[src/rtl/param_register_file_pkg.sv]
// Shared types and helpers for the parametrised register file.
// Used by every file of the block, including the REGFILE_SHADOW_EN build.
package regfile_pkg;

  localparam int MERGE_W = 256;
  localparam int MERGE_B = MERGE_W / 8;

  typedef enum logic [1:0] {ES, CS, SS, DS} SR_t;

  localparam int SEG_TAP_IDX = int'(CS);

  function automatic int idx_width(input int n);
    return (n > 1) ? $clog2(n) : 1;
  endfunction

  // Byte-lane merge on a wide container; callers zero-extend and truncate to their WIDTH.
  function automatic logic [MERGE_W-1:0] merge(input logic [MERGE_W-1:0] old_v,
                                               input logic [MERGE_W-1:0] new_v,
                                               input logic [MERGE_B-1:0] be);
    logic [MERGE_W-1:0] res;
    res = old_v;
    for (int b = 0; b < MERGE_B; b++)
      if (be[b]) res[b*8 +: 8] = new_v[b*8 +: 8];
    return res;
  endfunction

endpackage

[src/rtl/param_register_file_if.sv]
// Read/write/tap bus of the register file.
// snapshot/restore exist only when REGFILE_SHADOW_EN is defined.
interface param_register_file_if
  import regfile_pkg::*;
#(
  parameter int NUM_REGS     = 4,
  parameter int WIDTH        = 16,
  parameter int NUM_RD_PORTS = 1
);
  localparam int IDX_W = idx_width(NUM_REGS);

  logic [NUM_RD_PORTS-1:0]       rd_en;
  logic [NUM_RD_PORTS*IDX_W-1:0] rd_sel;
  logic [NUM_RD_PORTS*WIDTH-1:0] rd_val;
  logic                          wr_en;
  logic [IDX_W-1:0]              wr_sel;
  logic [WIDTH/8-1:0]            wr_be;
  logic [WIDTH-1:0]              wr_val;
  logic [WIDTH-1:0]              tap_val;
`ifdef REGFILE_SHADOW_EN
  logic                          snapshot;
  logic                          restore;

  modport master (output rd_en, rd_sel, wr_en, wr_sel, wr_be, wr_val, snapshot, restore,
                  input  rd_val, tap_val);
  modport slave  (input  rd_en, rd_sel, wr_en, wr_sel, wr_be, wr_val, snapshot, restore,
                  output rd_val, tap_val);
`else
  modport master (output rd_en, rd_sel, wr_en, wr_sel, wr_be, wr_val,
                  input  rd_val, tap_val);
  modport slave  (input  rd_en, rd_sel, wr_en, wr_sel, wr_be, wr_val,
                  output rd_val, tap_val);
`endif
endinterface

[src/rtl/param_register_file_read_port.sv]
// One registered read port: captured index plus output register, kept coherent with writes.
// With REGFILE_SHADOW_EN a restore reloads the output from the shadow bank.
module regfile_read_port
  import regfile_pkg::*;
#(
  parameter int NUM_REGS = 4,
  parameter int WIDTH    = 16
) (
  input  logic                            clk,
  input  logic                            reset,
  input  logic                            rd_en_i,
  input  logic [idx_width(NUM_REGS)-1:0]  rd_sel_i,
  input  logic [WIDTH-1:0]                regs_i [NUM_REGS],
  input  logic                            wr_act_i,
  input  logic [idx_width(NUM_REGS)-1:0]  wr_sel_i,
  input  logic [WIDTH-1:0]                wr_val_i,
`ifdef REGFILE_SHADOW_EN
  input  logic                            restore_i,
  input  logic [WIDTH-1:0]                shadow_i [NUM_REGS],
`endif
  output logic [WIDTH-1:0]                rd_val_o
);
  localparam int IDX_W = idx_width(NUM_REGS);

  logic [IDX_W-1:0] cap_idx_q, cap_idx_d;
  logic [WIDTH-1:0] rd_val_q, rd_val_d;

  // Out-of-range indices match no register and read 0; wr_act_i is never set for them.
  always_comb begin
    cap_idx_d = rd_en_i ? rd_sel_i : cap_idx_q;
    rd_val_d  = '0;
    for (int i = 0; i < NUM_REGS; i++) begin
      if (cap_idx_d == IDX_W'(i)) begin
`ifdef REGFILE_SHADOW_EN
        rd_val_d = restore_i ? shadow_i[i] : regs_i[i];
`else
        rd_val_d = regs_i[i];
`endif
      end
    end
    if (wr_act_i && wr_sel_i == cap_idx_d) rd_val_d = wr_val_i;
  end

  always_ff @(posedge clk) begin
    if (reset) begin
      cap_idx_q <= '0;
      rd_val_q  <= '0;
    end else begin
      cap_idx_q <= cap_idx_d;
      rd_val_q  <= rd_val_d;
    end
  end

  assign rd_val_o = rd_val_q;

endmodule

[src/rtl/param_register_file.sv]
// Parametrised register file: byte-lane writes, forwarding registered read ports, combinational tap.
// Define REGFILE_SHADOW_EN to add the snapshot/restore shadow bank.
module param_register_file
  import regfile_pkg::*;
#(
  parameter int NUM_REGS     = 4,
  parameter int WIDTH        = 16,
  parameter int NUM_RD_PORTS = 1,
  parameter int TAP_IDX      = 1
) (
  input logic                  clk,
  input logic                  reset,
  param_register_file_if.slave bus
);
  localparam int IDX_W  = idx_width(NUM_REGS);
  localparam int IDX_W1 = IDX_W + 1;
  localparam int NB     = WIDTH / 8;
  localparam logic [IDX_W:0] NUM_REGS_C = IDX_W1'(NUM_REGS);

  logic [WIDTH-1:0] regs_q [NUM_REGS];
  logic [WIDTH-1:0] regs_d [NUM_REGS];
  logic [WIDTH-1:0] wr_old, wr_merged;
  logic             wr_act, restore;

  function automatic logic [WIDTH-1:0] lane_merge(input logic [WIDTH-1:0] old_v,
                                                  input logic [WIDTH-1:0] new_v,
                                                  input logic [NB-1:0]    be);
    return WIDTH'(merge(MERGE_W'(old_v), MERGE_W'(new_v), MERGE_B'(be)));
  endfunction

`ifdef REGFILE_SHADOW_EN
  logic [WIDTH-1:0] shadow_q [NUM_REGS];
  assign restore = bus.restore;
`else
  assign restore = 1'b0;
`endif

  // A restore owns the cycle, so the write is dropped everywhere, including tap and forwarding.
  assign wr_act = bus.wr_en && ({1'b0, bus.wr_sel} < NUM_REGS_C) && !restore;

  always_comb begin
    wr_old = '0;
    for (int i = 0; i < NUM_REGS; i++)
      if (bus.wr_sel == IDX_W'(i)) wr_old = regs_q[i];
  end

  assign wr_merged = lane_merge(wr_old, bus.wr_val, bus.wr_be);

  always_comb begin
    for (int i = 0; i < NUM_REGS; i++) begin
`ifdef REGFILE_SHADOW_EN
      regs_d[i] = restore ? shadow_q[i] : regs_q[i];
`else
      regs_d[i] = regs_q[i];
`endif
      if (wr_act && bus.wr_sel == IDX_W'(i)) regs_d[i] = wr_merged;
    end
  end

  always_ff @(posedge clk) begin
    if (reset) begin
      for (int i = 0; i < NUM_REGS; i++) regs_q[i] <= '0;
    end else begin
      for (int i = 0; i < NUM_REGS; i++) regs_q[i] <= regs_d[i];
    end
  end

`ifdef REGFILE_SHADOW_EN
  always_ff @(posedge clk) begin
    if (reset) begin
      for (int i = 0; i < NUM_REGS; i++) shadow_q[i] <= '0;
    end else if (bus.snapshot && !restore) begin
      for (int i = 0; i < NUM_REGS; i++) shadow_q[i] <= regs_d[i];
    end
  end
`endif

  assign bus.tap_val = (wr_act && bus.wr_sel == IDX_W'(TAP_IDX)) ? wr_merged : regs_q[TAP_IDX];

  for (genvar p = 0; p < NUM_RD_PORTS; p++) begin : g_rd
    regfile_read_port #(
      .NUM_REGS (NUM_REGS),
      .WIDTH    (WIDTH)
    ) u_port (
      .clk       (clk),
      .reset     (reset),
      .rd_en_i   (bus.rd_en[p]),
      .rd_sel_i  (bus.rd_sel[p*IDX_W +: IDX_W]),
      .regs_i    (regs_q),
      .wr_act_i  (wr_act),
      .wr_sel_i  (bus.wr_sel),
      .wr_val_i  (wr_merged),
`ifdef REGFILE_SHADOW_EN
      .restore_i (restore),
      .shadow_i  (shadow_q),
`endif
      .rd_val_o  (bus.rd_val[p*WIDTH +: WIDTH])
    );
  end

endmodule

[src/flat_wrapper.sv]
// flat-port wrapper written by rule: the top's interface ports become plain ports
module param_register_file_flat import regfile_pkg::*;
#(
  parameter int NUM_REGS     = 4,
  parameter int WIDTH        = 16,
  parameter int NUM_RD_PORTS = 1,
  parameter int TAP_IDX      = 1
)
  (clk, reset, bus_rd_en, bus_rd_sel, bus_wr_en, bus_wr_sel, bus_wr_be, bus_wr_val, bus_rd_val, bus_tap_val);
  param_register_file_if #(.NUM_REGS(NUM_REGS), .WIDTH(WIDTH), .NUM_RD_PORTS(NUM_RD_PORTS)) bus_i ();
  input logic clk;
  input logic reset;
  input wire logic [$bits(bus_i.rd_en)-1:0] bus_rd_en;
  input wire logic [$bits(bus_i.rd_sel)-1:0] bus_rd_sel;
  input wire logic [$bits(bus_i.wr_en)-1:0] bus_wr_en;
  input wire logic [$bits(bus_i.wr_sel)-1:0] bus_wr_sel;
  input wire logic [$bits(bus_i.wr_be)-1:0] bus_wr_be;
  input wire logic [$bits(bus_i.wr_val)-1:0] bus_wr_val;
  output wire logic [$bits(bus_i.rd_val)-1:0] bus_rd_val;
  output wire logic [$bits(bus_i.tap_val)-1:0] bus_tap_val;
  assign bus_i.rd_en = bus_rd_en;
  assign bus_i.rd_sel = bus_rd_sel;
  assign bus_i.wr_en = bus_wr_en;
  assign bus_i.wr_sel = bus_wr_sel;
  assign bus_i.wr_be = bus_wr_be;
  assign bus_i.wr_val = bus_wr_val;
  assign bus_rd_val = bus_i.rd_val;
  assign bus_tap_val = bus_i.tap_val;
  param_register_file #(.NUM_REGS(NUM_REGS), .WIDTH(WIDTH), .NUM_RD_PORTS(NUM_RD_PORTS), .TAP_IDX(TAP_IDX)) u_core (.clk(clk), .reset(reset), .bus(bus_i));
endmodule
[config.mk]
export PLATFORM = sky130hd
export DESIGN_NAME = param_register_file_flat
export DESIGN_NICKNAME = d
export VERILOG_FILES = /design/src/rtl/param_register_file_pkg.sv /design/src/rtl/param_register_file_if.sv /design/src/rtl/param_register_file_read_port.sv /design/src/rtl/param_register_file.sv /design/src/flat_wrapper.sv
export SDC_FILE = /design/constraint.sdc
export NUM_CORES = 1
export LEC_CHECK = 0
export ABC_AREA = 0
export ABC_CLOCK_PERIOD_IN_PS = 1900
export BUFFER_PORTS_ARGS = -buffer_cell sky130_fd_sc_hd__buf_2
export CAP_MARGIN = 20
export CORE_MARGIN = 2
export CORE_UTILIZATION = 50
export CTS_BUF_LIST = sky130_fd_sc_hd__clkbuf_4
export DETAILED_ROUTE_END_ITERATION = 8
export PLACE_DENSITY = 0.75
export SYNTH_ARGS = -nofsm -noshare
export SYNTH_HDL_FRONTEND = slang
export SYNTH_SLANG_ARGS = --single-unit
[constraint.sdc]
create_clock -name clk -period 1.9 [get_ports clk]
set_input_delay 0.19 -clock clk [delete_from_list [all_inputs] [get_ports clk]]
set_output_delay 0.19 -clock clk [all_outputs]
set_load 0.01 [all_outputs]
* Word-level counts from Yosys, hierarchy flattened
Cells that the tools add are included.
** Storage, ports and cells
- Register bits after elaboration :: 82
- Output and inout port bits :: 32
** Cells by class
- Equal/unequal tests :: 7
- Muxes and demuxes :: 13
- Reductions and logical operators :: 7
** Operator list (number)
- 2-to-1 mux 16 bit :: 10
- 2-to-1 mux 8 bit :: 2
- == test 2 bit (second input constant) :: 4
- logical AND 1 bit :: 5
- == test 2 x 1 -> 1 bit (second input constant) :: 2
- logical NOT 2 bit :: 2
- == test 2 bit :: 1
- 2-to-1 mux 2 bit :: 1

* Longest topological paths before layout
- Depth in word-level cells :: 7
- Gate-level depth with buffers :: 7
- Gate-level depth less buffers :: 4

* Cells and area by module
From an unflattened synthesis, not the netlist that was laid out.
** Second synthesis, totals
- Cell total of the unflattened synthesis :: 394
- Area, all modules :: 4174.0 um2
** By module, submodules not included
- param_register_file :: times used 1, cells an instance 331, area each 3145.5 um2
- regfile_read_port :: times used 1, cells an instance 63, area each 1028.5 um2

* Worst setup path after synthesis
No wires, ideal clock.
- Path kind :: input port to flip-flop
- From :: input port bus_wr_sel[1]
- To :: register u_core.regs_q[38] (netlist bit)
- Arrival time :: 1.559 ns
- Slack :: 0.213 ns
- Cell stages on the path :: 5
- Buffers on the path :: 1
- Path through :: buf_6 -> mux4_2 -> mux2_2 -> mux2_2 -> nor2b_1
** Between the ends
- Cells in the longest elaborated chain, start to end :: 7
** Ends and longest elaborated chain
- start: declaration :: line flat_wrapper.sv:16 : input wire logic [$bits(bus_i.wr_sel)-1:0] bus_wr_sel;
- logical NOT 2 bit :: line param_register_file.sv:44 : if (bus.wr_sel == IDX_W'(i)) wr_old = regs_q[i];
- 2-to-1 mux 16 bit (4 in a row) :: line param_register_file.sv:44
- 2-to-1 mux 8 bit :: line param_register_file_pkg.sv:23 : if (be[b]) res[b*8 +: 8] = new_v[b*8 +: 8];
- 2-to-1 mux 16 bit (*)
- named net bus_tap_val[6] :: line flat_wrapper.sv:20 : output wire logic [$bits(bus_i.tap_val)-1:0] bus_tap_val;
- end: declaration :: line param_register_file.sv:20 : logic [WIDTH-1:0] regs_q [NUM_REGS];
Mark *: on every way through the listed nets, which the timed path passes. The rest lies on a longest branch.
A chain may end at the register's enable or synchronous reset.

* Final worst setup path
- From :: register u_core.regs_q[45] (netlist bit)
- To :: output port bus_tap_val[13]
** Between the ends
- Cells in the longest elaborated chain, start to end :: 5
** Ends and longest elaborated chain
- 2-to-1 mux 16 bit (3 in a row) :: line param_register_file.sv:44
- 2-to-1 mux 8 bit :: line param_register_file_pkg.sv:23
- 2-to-1 mux 16 bit (*) :: line param_register_file.sv:78 : assign bus.tap_val = (wr_act && bus.wr_sel == IDX_W'(TAP_IDX)) ? wr_merged : regs_q[TAP_IDX];
- end: declaration :: line flat_wrapper.sv:20
Every way passes the cells marked *; elsewhere a longest branch is shown, timed or not.

==> impl_metrics.json <==
{
  "status": "complete, but fails checks",
  "violations": "setup timing",
  "power_w": 0.00367,
  "finalHoldViolCount": 0,
  "cts.path.max_buffers": 2,
  "setup_tns_ns": -3.43,
  "antenna_cells": 0,
  "synth-main-ff-cell": "dfxtp_1",
  "fin_crit_sh_pct": 114,
  "root_buffer": "clkbuf_4",
  "numCtsBuffers": 9,
  "tritoncts": "built",
  "drive_gt1_share_pct": 45.6,
  "dieArea_sq_mm": 0.00897,
  "syn_area_sq_mm": 0.00412,
  "final_max_slew_viol_count": 0,
  "rows": 33,
  "layout_setup_ws_ns": -0.257,
  "yosysTopAreaCell": "dfxtp_1",
  "hold_depth": 4,
  "max-vdd-ir-drop_mv": 0.351,
  "r2r_slack_ns": 0.11,
  "first_iter_violations": 457,
  "r2r_end": "u_core.g_rd[0].u_port.rd_val_o[0]$_SDFF_PP0_",
  "skew_ns": 0.0193,
  "clkLatencyLatePin_ns": 0.44,
  "vias_per_cell": 5.99,
  "die_h_microns": 94.7,
  "slew_headroom_pct": 43.8,
  "max_slew.worst_pin.slew_ns": 0.819,
  "critPathCaptureType": "primary output",
  "hold_start": "bus_wr_val[4]",
  "synth-edff-count": 0,
  "worst_ep_arrival_time_ns": 1.97,
  "synth_area_leaders": "dfxtp_1, nand2_1, mux2_2",
  "min_to": "u_core.regs_q[36]$_SDFF_PP0_",
  "hold_class": "primary input to flip-flop",
  "synth.top_cells.by_count": "nand2_1, dfxtp_1, a21oi_1",
  "post-route-drc-count": 0,
  "ys_seq_area_share_pct": 39.9,
  "cts.sinks": 82,
  "r2r_cells": 4,
  "numPortBuffers": 57,
  "grt_pass1_wl_microns": 19400,
  "drv_cap": 0,
  "leakagePower_nw": 2.26,
  "fmax_ghz": 0.464,
  "grt_pass1_vias": 3890,
  "htreeDepth": 3,
  "final_cells": 686,
  "ys_seq_elements": 82,
  "hold_buffers": 0,
  "synth_top_area_share_pct": 39.9,
  "rsz0062_at_grt": "yes",
  "wire_per_inst_microns": 18.5,
  "yosysMostFrequentCell": "nand2_1",
  "hold_slack_ns": 0.245,
  "synthDistinctLibCells": 30,
  "grt_overflow": 0,
  "postRouteAntennaNets": 0,
  "vias": 4110,
  "start_kind": "flip-flop",
  "cp_max_fo": 2,
  "io_pins": 58,
  "criticalPathCategory": "flip-flop to primary output",
  "grt_max_degree": 83,
  "synthArstFlopShare_pct": 0,
  "dp.cells": 628,
  "die_w_microns": 94.7,
  "worstPathRequired_ns": 1.71,
  "dpl.hpwl_microns": 7480,
  "drt-pass1-iter-count": 5,
  "r2r-start": "u_core.g_rd[0].u_port.cap_idx_q[0]$_SDFF_PP0_",
  "p_per_area_mw_per_mm2": 675,
  "syn_inst": 465,
  "clk_pin_slew_worst_paths_ns": 0.14,
  "ys_warn_count": 0,
  "period_minus_slack_ns": 2.16,
  "final_net_count": 604,
  "grt_antenna_before_repair": 0,
  "grt_usage_pct": 28.2,
  "syn_nets": 491,
  "syn_avg_cell_area_sq_um": 8.85,
  "initial_core_util_pct": 50.9,
  "wirelength_microns": 12700,
  "setup_violations": 16,
  "final_core_util_pct": 67.1,
  "gp_congestion": 0.801,
  "core_area_sq_mm": 0.00809,
  "syn_to_final_growth_pct": 32.0
}
## how the worst max path moves through the flow
stage	start	to	slack [ns]	cells after the start
finish	u_core.regs_q[45]$_SDFF_PP0_	bus_tap_val[13]	-0.26	4
global route	u_core.regs_q[45]$_SDFF_PP0_	bus_tap_val[13]	-0.29	4
CTS	u_core.regs_q[0]$_SDFFE_PP0P_	bus_tap_val[0]	-0.24	4
detailed placement	bus_rd_en	u_core.g_rd[0].u_port.rd_val_o[10]$_SDFF_PP0_	-0.02	6
global placement	bus_rd_en	u_core.g_rd[0].u_port.rd_val_o[10]$_SDFF_PP0_	0.03	5
floorplan	bus_wr_sel[1]	u_core.regs_q[38]$_SDFF_PP0_	0.21	5
## registers in the layout, summed over array words and instances, names as in the netlist
signal	flops
u_core.g_rd.u_port.cap_idx_q	2
u_core.g_rd.u_port.rd_val_o	16
u_core.regs_q	64
## layout make-up
type	count	area [sq um]
Clock buffer	10	75.1
Fill cell	631	2660
Sequential cell	82	1710
Timing Repair Buffer	142	1070
Inverter	8	30.0
Multi-Input combinational cell	335	2350
Clock inverter	4	68.8
Tap cell	105	131
## worst max-delay path: stages, from the launching register on
cell,delay [ns]
dfxtp_2,0.35
mux4_2,0.48
mux2_4,0.30
mux2_4,0.29
buf_6,0.12
## layout by cell type (no fill, tap or decap), drive strengths merged
| cell | n |
|---|---|
| and3 | 10 |
| nor2b | 17 |
| mux2i | 4 |
| a221oi | 7 |
| nor2 | 4 |
| mux2 | 33 |
| a21o | 1 |
| clkbuf | 10 |
| mux4 | 16 |
| nand2 | 129 |
| a21oi | 55 |
| dfxtp | 82 |
| or2 | 2 |
| and2 | 10 |
| bufinv | 2 |
| and3b | 1 |
| nand3b | 1 |
| nand3 | 10 |
| buf | 142 |
| clkinv | 2 |
| a211oi | 9 |
| inv | 8 |
| xnor2 | 1 |
| nand2b | 1 |
| o32ai | 9 |
| a22oi | 7 |
| a32o | 8 |
## power breakdown
part	leakage [nW]	switching, W	internal (W)
Combinational	1.49	0.000386	0.000334
Sequential	0.693	0.0000281	0.00178
Clock	0.0798	0.000607	0.000530
Total	2.26	0.00102	0.00265
## per-stage QoR
step	setup slack, ns	cell area, sq um
2_1_floorplan	0.213	4120
3_3_place_gp	0.0281	4720
3_5_place_dp	-0.0183	4720
4_1_cts	-0.241	5320
5_1_grt	-0.287	5430
6_report	-0.257	5430
## what timing repair did
item,in CTS,in global routing
endpoints found under the setup margin,16,16
resized for setup,75,16
setup buffers,37,7
## kinds of logic (layout without fill, tap and decap cells)
kind of cell | Yosys count | in the layout | synth area share (%)
multiplexers | 53 | 53 | 19.2
AND/OR/NAND/NOR | 185 | 185 | 19.8
AO/OA/AOI/OAI | 96 | 96 | 15.3
buffers and inverters | 48 | 164 | 5.14
XOR/XNOR | 1 | 1 | 0.669
flip-flops | 82 | 82 | 39.9
## per-layer routing
metal  global-route usage [%]  vias to the layer above  wire length, microns
li1                         -                     1848                     -
met1                     36.7                     1946                  4980
met2                     45.4                      268                  6090
met3                     4.71                       48                  1170
met4                     14.0                        0                   432
met5                        0                        -                     0
No activity file was read; power rests on OpenSTA's default activity.
